### config.mk
export PLATFORM = sky130hd
export DESIGN_NAME = tri_queue
export DESIGN_NICKNAME = d
export VERILOG_FILES = /design/src/rtl/tri_queue.sv
export SDC_FILE = /design/constraint.sdc
export NUM_CORES = 1
export LEC_CHECK = 0
export ABC_AREA = 1
export CAP_MARGIN = 25
export CORE_MARGIN = 2
export CORE_UTILIZATION = 39
export DETAILED_ROUTE_END_ITERATION = 8
export PLACE_DENSITY = 0.56
export RECOVER_POWER = 100
export SLEW_MARGIN = 20
export SYNTH_ARGS = -nofsm -noshare
export SYNTH_HDL_FRONTEND = slang
export SYNTH_SLANG_ARGS = --single-unit
### constraint.sdc
create_clock -name clk -period 23.6 [get_ports clk]
set_clock_uncertainty 0.1 [all_clocks]
set_input_delay 5.9 -clock clk [delete_from_list [all_inputs] [get_ports clk]]
set_output_delay 5.9 -clock clk [all_outputs]
set_load 0.01 [all_outputs]
### src/rtl/tri_queue.sv
// tri_queue: triangle/color FIFO feeding the rasterizer R10 stage; define TRI_QUEUE_CULL_EN to drop zero-area triangles
module tri_queue #(
    parameter int SIGFIG = 24,
    parameter int VERTS  = 3,
    parameter int AXIS   = 3,
    parameter int COLORS = 3,
    parameter int DEPTH  = 4
) (
    input  logic                                         clk,
    input  logic                                         rst,
    input  logic signed [VERTS-1:0][AXIS-1:0][SIGFIG-1:0] in_tri_S,
    input  logic        [COLORS-1:0][SIGFIG-1:0]         in_color_U,
    input  logic                                         in_valid_H,
    output logic                                         in_ready_H,
    input  logic                                         halt_RnnnnL,
    output logic signed [VERTS-1:0][AXIS-1:0][SIGFIG-1:0] tri_R10S,
    output logic        [COLORS-1:0][SIGFIG-1:0]         color_R10U,
    output logic                                         validTri_R10H,
    output logic        [$clog2(DEPTH):0]                count_U,
    output logic        [15:0]                           cull_count_U
);
    localparam int AW = $clog2(DEPTH);
    localparam int CW = AW + 1;

    typedef logic [VERTS-1:0][AXIS-1:0][SIGFIG-1:0] tri_t;
    typedef logic [COLORS-1:0][SIGFIG-1:0] col_t;

    tri_t tri_mem [DEPTH];
    col_t col_mem [DEPTH];
    logic [AW-1:0] rd_ptr, wr_ptr;
    logic accept, write, pop;

    // Ready looks only at registered occupancy, so a same-cycle pop never frees a full queue.
    assign in_ready_H    = count_U < CW'(DEPTH);
    assign validTri_R10H = count_U != '0;
    assign accept        = in_valid_H && in_ready_H;
    assign pop           = validTri_R10H && halt_RnnnnL;
    assign tri_R10S      = validTri_R10H ? tri_mem[rd_ptr] : '0;
    assign color_R10U    = validTri_R10H ? col_mem[rd_ptr] : '0;

`ifdef TRI_QUEUE_CULL_EN
    // Full-width signed edge products; no truncation so any sign of area is exact.
    localparam int PW = 2 * (SIGFIG + 1) + 1;
    logic signed [PW-1:0] dx1, dy1, dx2, dy2, area;
    logic cull;

    assign dx1  = PW'($signed(in_tri_S[1][0])) - PW'($signed(in_tri_S[0][0]));
    assign dy1  = PW'($signed(in_tri_S[1][1])) - PW'($signed(in_tri_S[0][1]));
    assign dx2  = PW'($signed(in_tri_S[2][0])) - PW'($signed(in_tri_S[0][0]));
    assign dy2  = PW'($signed(in_tri_S[2][1])) - PW'($signed(in_tri_S[0][1]));
    assign area = dx1 * dy2 - dx2 * dy1;
    assign cull = area == '0;
    assign write = accept && !cull;

    // Saturating count of accepted-but-discarded degenerate triangles.
    always_ff @(posedge clk or posedge rst) begin
        if (rst)
            cull_count_U <= '0;
        else if (accept && cull && cull_count_U != 16'hFFFF)
            cull_count_U <= cull_count_U + 16'd1;
    end
`else
    assign write        = accept;
    assign cull_count_U = '0;
`endif

    // Queue bookkeeping; reset discards every entry immediately.
    always_ff @(posedge clk or posedge rst) begin
        if (rst) begin
            rd_ptr  <= '0;
            wr_ptr  <= '0;
            count_U <= '0;
        end else begin
            if (write)
                wr_ptr <= wr_ptr + AW'(1);
            if (pop)
                rd_ptr <= rd_ptr + AW'(1);
            count_U <= count_U + CW'(write) - CW'(pop);
        end
    end

    // Payload storage; contents are don't-care until counted valid, so no reset.
    always_ff @(posedge clk) begin
        if (write) begin
            tri_mem[wr_ptr] <= in_tri_S;
            col_mem[wr_ptr] <= in_color_U;
        end
    end
endmodule

## After elaboration in Yosys (flattened, before gate mapping)

Memories as Yosys holds them, arrays and structs flattened.
Index checks and enable logic that the tools add are counted.

| storage, ports and cells | value |
|---|---|
| register bits | 7 |
| bits in writable memories | 1,152 |
| bits of input ports | 292 |
| output and inout port bits | 309 |
| word-level logic and storage cells | 17 |
| memories kept | 2 |

Memories:

| memory | words | width | read ports | clocked after Yosys merged registers in | wr ports | line | RTL |
|---|---|---|---|---|---|---|---|
| tri_mem | 4 | 216 | 1 | 0 | 1 | 28 | `tri_t tri_mem [DEPTH];` |
| col_mem | 4 | 72 | 1 | 0 | 1 | 29 | `col_t col_mem [DEPTH];` |

| cells by class | value |
|---|---|
| $add $sub $neg | 4 |
| magnitude comparators | 1 |
| multiplexer cells | 4 |
| reduce and logical (&&, ||, !) cells | 3 |

Operator list:

| operator | number |
|---|---|
| $mux W216 | 1 |
| $mux W72 | 1 |
| $add A2 B1 Y2 const B | 2 |
| $add A3 B1 Y3 | 1 |
| $lt A3 B3 Y1 const B | 1 |
| $reduce_bool A3 Y1 | 1 |
| $sub A3 B1 Y3 | 1 |
| $logic_and A1 B1 Y1 | 2 |
| $mux W1 | 2 |

## Depth between registers and ports, before layout

Gate-level depths: netlist of the first run.

| depth | value |
|---|---|
| depth in word-level cells | 4 |
| mapped depth | 12 |
| gate-level depth less buffers | 12 |

## Least setup slack after synthesis of the first run

No wires, ideal clock.

| timing | value |
|---|---|
| path kind | input -> register |
| start | in in_valid_H |
| end | mem col_mem[0][0] (netlist bit) (enable) |
| library setup time | 0.944 ns |
| arrival time | 18.012 ns |
| required time | 22.556 ns |
| setup slack | 4.543 ns |
| stages | 2 |
| path buffers | 0 |
| cells stage by stage | nand2_1 > nor2_1 |

| between the ends | value |
|---|---|
| word-level cells in the longest chain between the ends | 3 |

Ends and longest elaborated chain:

| element | line | RTL |
|---|---|---|
| from (decl) | 13 | `input logic in_valid_H,` |
| $logic_and A1 B1 Y1 | 36 | `assign accept = in_valid_H && in_ready_H;` |
| $mux W1 | 84 | `if (write) begin` |
| $mux W1 (implied by the code) | 86 | `col_mem[wr_ptr] <= in_color_U;` |
| to (decl) | 29 |  |

Every way passes these cells.

==> flow_summary.toml, run 1 <==
[worst_hold_path]
hold_path_depth = 2
hp-class = "reg -> reg"

[timing]
whs_ps = 436.6
slew_headroom = -4.564
final_hold_viol_count = 0
setup_viol = 0
worst_pin_slew_ps = 8345
setup_slack_ps = 7776
slew_violations = 1048
post-route-min-period_ps = 15820
rsz0062_at_grt = "no"
post-route-period-util = 0.6705
clock.fmax_ghz = 0.06319
tns_ps = 0

[worst_setup_path]
cpPeakStageDelay_ps = 4280
arrival_ps = 9820
required_ps = 17600
critPathLaunchType = "flip-flop"
path_buf_inv = 3
path_delay_family = "buffers and inverters"
cp.depth = 5
path_cells = "clkinvlp_2 -> clkbuf_1 -> nand3_1 -> a21oi_1 -> dlygate4sd3_1"
criticalPathCategory = "reg -> out"
worstPathMaxFanout = 93
cp_slowest_cell = "clkinvlp_2"
r2r_cells = 5
endpoint_kind = "output pin"

[floorplanning]
fp-row-count = 130
start_util = 0.3922
core-area_mm2 = 0.1252
die_h_um = 358.9
dieArea_mm2 = 0.1288
io_pins = 601
dieWidth_um = 358.9

[detailed_routing]
dr.first_iter.drc_count = 2328
vias_per_cell = 4.626
wl_mm = 123.6
drc = 0
first_pass_iters = 7
vias = 31969
ant_nets = 0
drt-wirelength-per-cell_um = 17.89

[cts]
cts.sinks = 1159
numCtsBuffers = 130
clock_path_buffers = 3
h-tree-depth = 4
cts_tree = "built"
insertion_delay_ps = 750
ctsRootBufferMaster = "clkbuf_16"
cts_setup_buffers = 0
cts.clk_slew.worst_paths_ps = 60
cts_resized = 0
postCtsHoldBufs = 0

[synth]
synth_area_per_cell_um2 = 10.66
yosysSeqAreaShare = 0.7077
syn_inst = 4609
yosys.cell_types.count = 18
synth_top_area_share = 0.7042
yosys_warnings = 0
ys_seq_elements = 1159
synth.top_cells.by_area = "edfxtp_1 70%, inv_1 8.9%, nand2_1 8.9%"
yosys.area.top_type = "edfxtp_1"
syn_area_mm2 = 0.04913

[cells_and_area]
nFillCells = 11239
nets = 5434
finalInstanceArea_mm2 = 0.06042
multi_input_area_mm2 = 0.008907
regArea_mm2 = 0.03477
syn_to_final_growth_pct = 23.00
drive_gt1_frac = 0.03726

[grt]
antenna_found_initial = 74
grt_pass1_vias = 30567
grt_max_degree = 217
grt_pass1_wl_mm = 186.2
grt_overflow_total = 0
track_usage = 0.1898

[job]
drv_cap = 19

[placement]
portBuffers = 584
place_area_mm2 = 0.05640
dp_hpwl_mm = 68.17
place_ws_ps = 12980
place.gp.congestion = 0.7518

[outcome]
status = "complete, but fails checks"
violations = "max-capacitance violations, max-slew violations"

[pwr]
vdd.ir_drop.worst_mv = 0.1478
leakagePower_nw = 25.78
power-per-cell-area_mw_per_mm2 = 125.0
## stage by stage
step | std cells | utilization | total power [mW]
finish | 6910 | 0.4824 | 7.555
global route | 6892 | 0.4821 | 7.990
detailed placement | 6653 | 0.4503 | 5.850
floorplan | 4624 | - | 4.436
global placement | 6652 | 0.4501 | 5.828
CTS | 6883 | 0.4828 | 7.814
## cell families after synthesis
kind of cell / share of synthesized area
flops: 0.7077
xor+xnor: 0.0005349
fa+ha+maj: 0.001936
simple gates: 0.1479
compound gates: 0.02954
other cells: 0.00007633
buf+inv: 0.1123
## layout make-up
type                            instances  share of cell area
Multi-Input combinational cell       2060              0.1474
Clock inverter                         58            0.008656
Clock buffer                          172             0.05872
Inverter                             1168             0.07283
Sequential cell                      1159              0.5755
Tap cell                             1650             0.03417
Timing Repair Buffer                  616              0.1016
Antenna cell                           27            0.001118
## cell usage in the layout, fill, tap and decap left out, types with 2 or more instances in the layout
| cell type | netlist | final |
|---|---|---|
| clkinv_1 | 0 | 23 |
| inv_1 | 1165 | 1165 |
| nand3_1 | 576 | 576 |
| diode_2 | 0 | 27 |
| clkinv_8 | 0 | 5 |
| dlygate4sd3_1 | 0 | 580 |
| xnor2_1 | 2 | 2 |
| dfrtp_1 | 7 | 6 |
| nand2_1 | 1162 | 1162 |
| buf_12 | 0 | 7 |
| bufinv_16 | 0 | 7 |
| edfxtp_1 | 1152 | 1152 |
| buf_4 | 17 | 10 |
| clkbuf_16 | 0 | 136 |
| clkbuf_1 | 62 | 49 |
| clkinv_2 | 0 | 18 |
| conb_1 | 1 | 16 |
| nor2_1 | 6 | 5 |
| inv_8 | 0 | 2 |
| ha_1 | 6 | 6 |
| clkdlybuf4s50_1 | 0 | 4 |
| inv_6 | 0 | 3 |
| a21oi_1 | 289 | 289 |
## cells in the mapped netlist
cell      number
inv_1       1165
nand2_1     1162
edfxtp_1    1152
nand3_1      576
a21oi_1      289
buf_2        142
clkbuf_1      62
buf_4         17
buf_1         16
dfrtp_1        7
ha_1           6
nor2_1         6
inv_2          3
xnor2_1        2
conb_1         1
fa_1           1
o21ai_0        1
xor2_1         1
## flip-flops by register name, summed over array words and instances, names as in the netlist
register,count
count_U,3
wr_ptr,2
rd_ptr,2
col_mem,288
tri_mem,864
## worst reg2reg max path, cell delays in order (launching register included)
cell	delay, ps
dfrtp_1	410
inv_1	100
nand2_1	260
nor2_4	150
clkbuf_1	2350
clkbuf_1	6020
## layer usage
layer	wire length [um]	vias to the layer above	global-route usage
li1	-	15701	-
met1	52000	15151	0.2409
met3	7618	279	0.04573
met2	60130	804	0.3190
met4	3635	34	0.06346
met5	218	-	0
## where the power goes
group          switching, mW  leakage (nW)  internal (mW)
clock                  0.797          1.99           1.13
combinational           1.84          13.2           1.06
sequential            0.0890          10.6           2.64
## path summary, 6_finish.rpt
check,start,end,slack (ps)
max in group asynchronous,rst,rd_ptr[0],17620
worst min-delay path,count_U[1],count_U[2],440
min in group asynchronous,rst,wr_ptr[0],5520
worst max-delay path,rd_ptr[1],tri_R10S[186],7780
worst max register to register,count_U[2],tri_mem[1][124],13370
worst min register to register,count_U[1],count_U[2],440
No activity file was read; power rests on OpenSTA's default activity.
==> run 2: changes to the inputs <==
clock period = 16.5 ns   (was 23.6 ns; I/O delays follow)
==> flow_summary.toml, run 2 (synthesis gave the netlist of run 1 again) <==
[placement]
dp_cells = 6653
place.gp.congestion = 0.7584
portBuffers = 584
dp_hpwl_mm = 68.19

[timing]
rsz0062_at_grt = "no"
clock.fmax_ghz = 0.08263
slew_headroom = -2.074
slew_violations = 874
post-route-period-util = 0.7334
setup_viol = 0
worst_pin_slew_ps = 4611
final_hold_viol_count = 0
tns_ps = 0
post-route-min-period_ps = 12100

[worst_setup_path]
arrival_ps = 7880
path_cells = "clkbuf_1 -> buf_4 -> nand3_1 -> a21oi_1 -> dlygate4sd3_1"
ff2ff_setup_slack_ps = 8010
cp_slowest_cell = "clkbuf_1"
critPathLaunchType = "flip-flop"
endpoint_kind = "output pin"
required_ps = 12270
criticalPathCategory = "reg -> out"
worstPathMaxFanout = 68
cpPeakStageDelay_ps = 3020

[pwr]
leakagePower_nw = 25.71
vdd.ir_drop.worst_mv = 0.2141
power-per-cell-area_mw_per_mm2 = 177.5
finalPower_mw = 10.70

[cells_and_area]
nets = 5435
drive_gt1_frac = 0.03688
layout_common_cells = "1,165 x inv_1, 1,162 x nand2_1, 1,152 x edfxtp_1"
nFillCells = 11243
reg_top3 = "tri_mem (864), col_mem (288), count_U (3)"
mostFrequentLayoutCell = "inv_1"
fin_util = 0.4813
largest_reg_flops = 864
top_register = "tri_mem"
syn_to_final_growth_pct = 22.70
final_cells = 6908

[cts]
cts.clk_slew.worst_paths_ps = 60
postCtsHoldBufs = 0
numCtsBuffers = 131
insertion_delay_ps = 750
ctsRootBufferMaster = "clkbuf_16"
cts.sinks = 1159
cts_resized = 0
clock_path_buffers = 3
cts_tree = "built"
h-tree-depth = 4
cts_setup_buffers = 0

[floorplanning]
die_h_um = 358.9
fp-row-count = 130
dieArea_mm2 = 0.1288
core-area_mm2 = 0.1252
start_util = 0.3922
dieWidth_um = 358.9
io_pins = 601

[grt]
track_usage = 0.1911
grt_pass1_vias = 30835
grt_max_degree = 217
grt_pass1_wl_mm = 187.3
grt_overflow_total = 0
antenna_found_initial = 78

[detailed_routing]
drc = 0
dr.first_iter.drc_count = 2073
met3_length_mm = 8.944
drt-wirelength-per-cell_um = 17.88
vias = 32171
wl_mm = 123.5
ant_nets = 0
wl_met1_mm = 50.34
vias_per_cell = 4.657
route.met2.wl_mm = 59.75
routed.top_layer = "met5"
first_pass_iters = 6

[outcome]
violations = "max-capacitance violations, max-slew violations"
status = "complete, but fails checks"

[worst_hold_path]
hp-class = "reg -> reg"

[job]
drv_cap = 16
-- run 2: layer usage --
| metal | up-vias | track usage |
|---|---|---|
| met5 | - | 0 |
| met4 | 42 | 0.07752 |
| met3 | 277 | 0.04961 |
| met2 | 911 | 0.3166 |
| met1 | 15257 | 0.2385 |
| li1 | 15684 | - |
-- run 2: stage by stage --
step                      instance area (um2)  hold slack, ps  setup WS, ps
after CTS                               60300           458.0          7540
after global routing                    60260           514.0          3779
after floorplan                         49180           438.6        -781.5
after global placement                  56370           425.6          8015
final                                   60280           448.6          4398
after detailed placement                56400           429.6          7999
-- run 2: worst paths after layout --
check / from / to / cells past startpoint
min in group asynchronous: rst / rd_ptr[0] / 2
worst max register to register: count_U[2] / tri_mem[3][118] / 6
worst min register to register: count_U[1] / count_U[2] / 2
worst min-delay path: count_U[1] / count_U[2] / 2
max in group asynchronous: rst / rd_ptr[0] / 2
worst max-delay path: rd_ptr[1] / tri_R10S[181] / 5
-- run 2: worst max-delay path, delay by kind of cell, from the launching register on --
| kind | cells | cell delay (ps) |
|---|---|---|
| flip-flops | 1 | 1770 |
| buffers and inverters | 3 | 4700 |
| AND/OR/NAND/NOR | 1 | 150 |
| AO/OA/AOI/OAI | 1 | 250 |
-- run 2: cell type report --
| cell class | instances | area (um2) | share of cell area |
|---|---|---|---|
| Clock buffer | 170 | 3488 | 0.05787 |
| Inverter | 1168 | 4407 | 0.07310 |
| Tap cell | 1650 | 2064 | 0.03425 |
| Antenna cell | 25 | 62.56 | 0.001038 |
| Sequential cell | 1159 | 34770 | 0.5768 |
| Multi-Input combinational cell | 2060 | 8915 | 0.1479 |
| Timing Repair Buffer | 616 | 6158 | 0.1022 |
| Clock inverter | 60 | 412.9 | 0.006850 |
-- run 2: where the power goes --
| part | internal, mW | switching (mW) | total (mW) |
|---|---|---|---|
| Sequential | 3.75 | 0.126 | 3.87 |
| Clock | 1.52 | 1.14 | 2.66 |
| Combinational | 1.53 | 2.63 | 4.16 |
| Total | 6.80 | 3.90 | 10.7 |
